==> src/rtl/smod_pipe.sv <==
// smod_pipe: WIDTH-bit ACT-style 4:1 select cell feeding a DEPTH-stage
// register pipeline with valid tagging, clock-enable stall and CLR flush.
//
// Ports:
//   clk            rising-edge clock
//   CLR            synchronous active-high clear of every stage
//   en             pipeline advance; 0 holds every stage
//   in_valid       qualifies this cycle's data/select inputs
//   d0..d3 [W]     mux data inputs
//   a0,a1  [SW]    low-select terms (s_lo = a0 & a1)
//   b0,b1  [SW]    high-select terms (s_hi = b0 | b1)
//   q      [W]     last pipeline stage
//   q_valid        q holds valid data
//   q_par          even parity of q (only when SMOD_PARITY_EN is defined)
//
// Optional feature macro: SMOD_PARITY_EN adds the registered q_par output.
// SW = WIDTH when SEL_PER_BIT=1 (one select set per bit), else 1 (shared).

module smod_pipe #(
  parameter int WIDTH       = 8,
  parameter int DEPTH       = 1,
  parameter int SEL_PER_BIT = 0,
  localparam int SW = (SEL_PER_BIT != 0) ? WIDTH : 1
) (
  input  logic             clk,
  input  logic             CLR,
  input  logic             en,
  input  logic             in_valid,
  input  logic [WIDTH-1:0] d0,
  input  logic [WIDTH-1:0] d1,
  input  logic [WIDTH-1:0] d2,
  input  logic [WIDTH-1:0] d3,
  input  logic [SW-1:0]    a0,
  input  logic [SW-1:0]    a1,
  input  logic [SW-1:0]    b0,
  input  logic [SW-1:0]    b1,
  output logic [WIDTH-1:0] q,
  output logic             q_valid
`ifdef SMOD_PARITY_EN
  ,
  output logic             q_par
`endif
);

  logic [WIDTH-1:0] mux;
  logic [WIDTH-1:0] data [DEPTH];
  logic [DEPTH-1:0] v;

  // Select cell: bit i uses select set i, or set 0 when shared.
  for (genvar i = 0; i < WIDTH; i++) begin : g_mux
    localparam int S = (SEL_PER_BIT != 0) ? i : 0;
    logic lo;
    logic hi;
    assign lo = a0[S] & a1[S];
    assign hi = b0[S] | b1[S];
    always_comb begin
      mux[i] = d0[i];
      unique case ({hi, lo})
        2'b00:   mux[i] = d0[i];
        2'b01:   mux[i] = d1[i];
        2'b10:   mux[i] = d2[i];
        2'b11:   mux[i] = d3[i];
        default: mux[i] = d0[i];
      endcase
    end
  end

  // Data is captured even when in_valid=0; only v marks it.
  always_ff @(posedge clk) begin
    if (CLR) begin
      for (int k = 0; k < DEPTH; k++) begin
        data[k] <= '0;
      end
      v <= '0;
    end else if (en) begin
      data[0] <= mux;
      v[0]    <= in_valid;
      for (int k = 1; k < DEPTH; k++) begin
        data[k] <= data[k-1];
        v[k]    <= v[k-1];
      end
    end
  end

  assign q       = data[DEPTH-1];
  assign q_valid = v[DEPTH-1];

`ifdef SMOD_PARITY_EN
  // Parity is computed from what enters the last stage so it is a
  // register output aligned with q, never an XOR hanging off q.
  logic [WIDTH-1:0] last_nxt;
  logic             par_r;

  if (DEPTH == 1) begin : g_par_d1
    assign last_nxt = mux;
  end else begin : g_par_dn
    assign last_nxt = data[DEPTH-2];
  end

  always_ff @(posedge clk) begin
    if (CLR) begin
      par_r <= 1'b0;
    end else if (en) begin
      par_r <= ^last_nxt;
    end
  end

  assign q_par = par_r;
`endif

endmodule

==> config.mk <==
export PLATFORM = sky130hd
export DESIGN_NAME = smod_pipe
export DESIGN_NICKNAME = d
export VERILOG_FILES = /design/src/rtl/smod_pipe.sv
export SDC_FILE = /design/constraint.sdc
export NUM_CORES = 1
export LEC_CHECK = 0
export CAP_MARGIN = 20
export CORE_ASPECT_RATIO = 1.1
export CORE_MARGIN = 4
export CORE_UTILIZATION = 34
export DETAILED_ROUTE_END_ITERATION = 8
export GPL_ROUTABILITY_DRIVEN = 0
export PLACE_DENSITY = 0.9
export SETUP_SLACK_MARGIN = 0.02
export SLEW_MARGIN = 15
export SYNTH_ARGS = -nofsm -noshare
export SYNTH_HDL_FRONTEND = slang
export SYNTH_SLANG_ARGS = --single-unit
==> constraint.sdc <==
create_clock -name clk -period 2.2 [get_ports clk]
set_input_delay 0.66 -clock clk [delete_from_list [all_inputs] [get_ports clk]]
set_output_delay 0.66 -clock clk [all_outputs]
set_load 0.005 [all_outputs]
==> impl_results.md <==
- Fmax: 544 MHz
- DR WL/cell: 15.8 um
- RSZ-0062 raised after global routing: no
- Comb pwr share: 31.8%
- Hold Path End: q_valid$_SDFFE_PP0P_
- Global route overflow: 0
- Worst-path clk slew: 0.07 ns
- Mapped Cells: 54
- Post-CTS sizing: 0
- Status: complete, no violations
- Core Region: 1610 um^2
- Post-synth top cells: a21oi_1, a22oi_1, edfxtp_1, o21ai_0, o31ai_2
- First drt pass iteration count: 4
- # fillers: 120
- Hold-fix buffers, CTS: 0
- Htree depth: 1
- R2R setup slack: 1.61 ns
- Antenna fix cells: 0
- Worst Setup Start Kind: input pin
- Total GRT Usage: 16.9%
- Avg Inst Size Synth: 10.9 um^2
- First-pass GRT wire length: 2.82 mm
- Worst path arrival time: 1.85 ns
- Clock sink count: 9
- Setup tns final: 0 ns
- Drc violations: 0
- Endpoints failing setup: 0
- Final core utilization: 68.7%
- Die width: 47.7 um
- Synth Flop Type: edfxtp_1
- # Post-CTS Setup Buffers: 0
- Worst IR drop on VDD: 0.250 mV
- Worst hold path depth: 2
- Fin crit share: 83.5%
- Reg2Reg Depth: 2
- Initial cell density of the core: 36.6%
- Max cap viols: 0
- Antenna Nets Post-Route: 0
- Share of cells above drive strength 1: 15.4%
- Total CTS buffers: 3
- Multi-input logic area: 304 um^2
- Ys Warns: 0
- Worst setup EP type: register
- 1st-iter DRT viols: 9
- Vias in the first global route: 604
- Synth Cell Area: 591 um^2
- Final non-filler cell total: 121
- Pint: 0.000375 W
- Power per cell area: 452 nW/um^2
- Antenna violations before repair: 0
- Via density per instance: 5.42
- Clock Latency Late Sink: 0.27 ns
- Die ar.: 2470 um^2
- Net Count, Synth: 94
- Hold WC Path Type: register to register
- #FFs+latches synth: 9
- Worst slew pin tran: 0.420 ns
- Sw Ratio: 25.2%
- Root buf cell: clkbuf_4
- Total power draw: 0.000502 W
- Setup Skew: 0 ns
- Worst-path fanout max: 8
- Die height: 51.7 um
- Hold_sp: q_valid$_SDFFE_PP0P_
- Final net count: 145
- Hold Vio Cnt, Final: 0
- CP Cell Sequence: clkdlybuf4s50_1, or2_1, o31ai_2, a21oi_1
- Reg power frac: 41.2%
- Standard-cell rows: 15
- Via count: 656
- Inst Count DP: 117
- Max-slew violation count: 0
- Post-synth EDFFs: 8
- Worst EP required: 2.21 ns
- Slew headroom: 72.0%
- Sequential area share after synthesis: 44.1%
- Clock share of power: 27.0%
- Boundary pin count: 49
- Slowest-stage cell, CP: clkdlybuf4s50_1
- Worst r2r dst: q_valid$_SDFFE_PP0P_
- Reg area: 260 um^2
- Port Buf Inserts: 48
- Largest area contributor in the netlist: edfxtp_1
- WL final: 1.91 mm
- Post-synth cell types: 18
- Area delta synth->final: 87.7%
- Critical path type: input pin to register
- CP max stage delay: 0.47 ns
- NetSw: 0.000126 W
- Largest net degree at the start of global routing: 17
- R2R Path Start: q_valid$_SDFFE_PP0P_
- Leakage: 0.389 nW
- CTS tree: built
- Largest cells by area after synthesis: edfxtp_1, o31ai_2, a22oi_1, a21oi_1, o21ai_0
- CTS Buffer Depth: 2
- Tmin final: 1.84 ns
- Share of flip-flops with an asynchronous set or reset: 0%
- Synth top area share: 40.7%
==> worst max-delay path: cells and delay by family <==
family / cells / cell delay [ns]
compound gates: 2 / 0.33
buf+inv: 1 / 0.47
simple gates: 1 / 0.38
==> stage by stage <==
stage	cell area [um^2]	worst slack, ns	hold WS (ns)
global route	1110	0.281	0.577
global placement	1080	0.102	0.473
finish	1110	0.362	0.507
floorplan	591	0.674	0.485
detailed placement	1080	0.0655	0.488
CTS	1110	0.356	0.509
==> registers in the layout (all words and copies together) (netlist names) <==
signal and flops:
data 8, q_valid 1
==> worst max-delay path by stage <==
stage | from | endpoint | cells after the start
finish | b0 | data[0][3]$_SDFFCE_PN0P_ | 4
global route | b0 | data[0][3]$_SDFFCE_PN0P_ | 4
CTS | b0 | data[0][3]$_SDFFCE_PN0P_ | 4
detailed placement | b0 | data[0][1]$_SDFFCE_PN0P_ | 4
global placement | b0 | data[0][1]$_SDFFCE_PN0P_ | 4
floorplan | b1 | data[0][0]$_SDFFCE_PN0P_ | 4
==> cell type report <==
type | instances | area share, %
clock buffer | 3 | 2.03
clock inverter | 1 | 0.451
multi-input combinational | 41 | 27.4
sequential | 9 | 23.5
tap | 17 | 1.92
timing repair buffer | 50 | 44.7
==> per-layer routing <==
metal / up-vias / wire (um) / global-route usage, %
met5: - / 0 / 0
met4: 0 / 59 / 11.2
met3: 7 / 124 / 2.08
met2: 31 / 1000 / 26.9
met1: 299 / 722 / 20.4
li1: 319 / - / -
==> placed cells by master, fill, tap and decap left out <==
| cell type | n |
|---|---|
| nand2_1 | 1 |
| buf_4 | 2 |
| o211a_1 | 1 |
| nor2_4 | 1 |
| o21ai_0 | 8 |
| a21oi_1 | 8 |
| clkdlybuf4s50_1 | 48 |
| clkbuf_4 | 3 |
| a22oi_1 | 8 |
| and2_1 | 1 |
| clkinv_2 | 1 |
| nor2b_1 | 1 |
| dfxtp_1 | 1 |
| or2_2 | 1 |
| mux2i_1 | 1 |
| nor2_1 | 1 |
| o31ai_2 | 8 |
| edfxtp_1 | 8 |
| or2_1 | 1 |
==> power by group through the flow <==
stage	clock, W	combinational [W]	sequential, W
6_report	0.000135	0.000160	0.000207
5_1_grt	0.000143	0.000172	0.000208
4_1_cts	0.000135	0.000161	0.000207
3_5_place_dp	0	0.000160	0.000210
3_3_place_gp	0	0.000157	0.000210
2_1_floorplan	0	0.0000465	0.000212
==> cells by family after synthesis <==
| group | Yosys count | share of synthesized area [%] |
|---|---|---|
| flip-flops | 9 | 44.1 |
| buffers and inverters | 4 | 4.45 |
| AND/OR/NAND/NOR | 7 | 7.42 |
| AO/OA/AOI/OAI | 33 | 42.4 |
| multiplexers | 1 | 1.69 |
(Power assumes the default switching activity.)
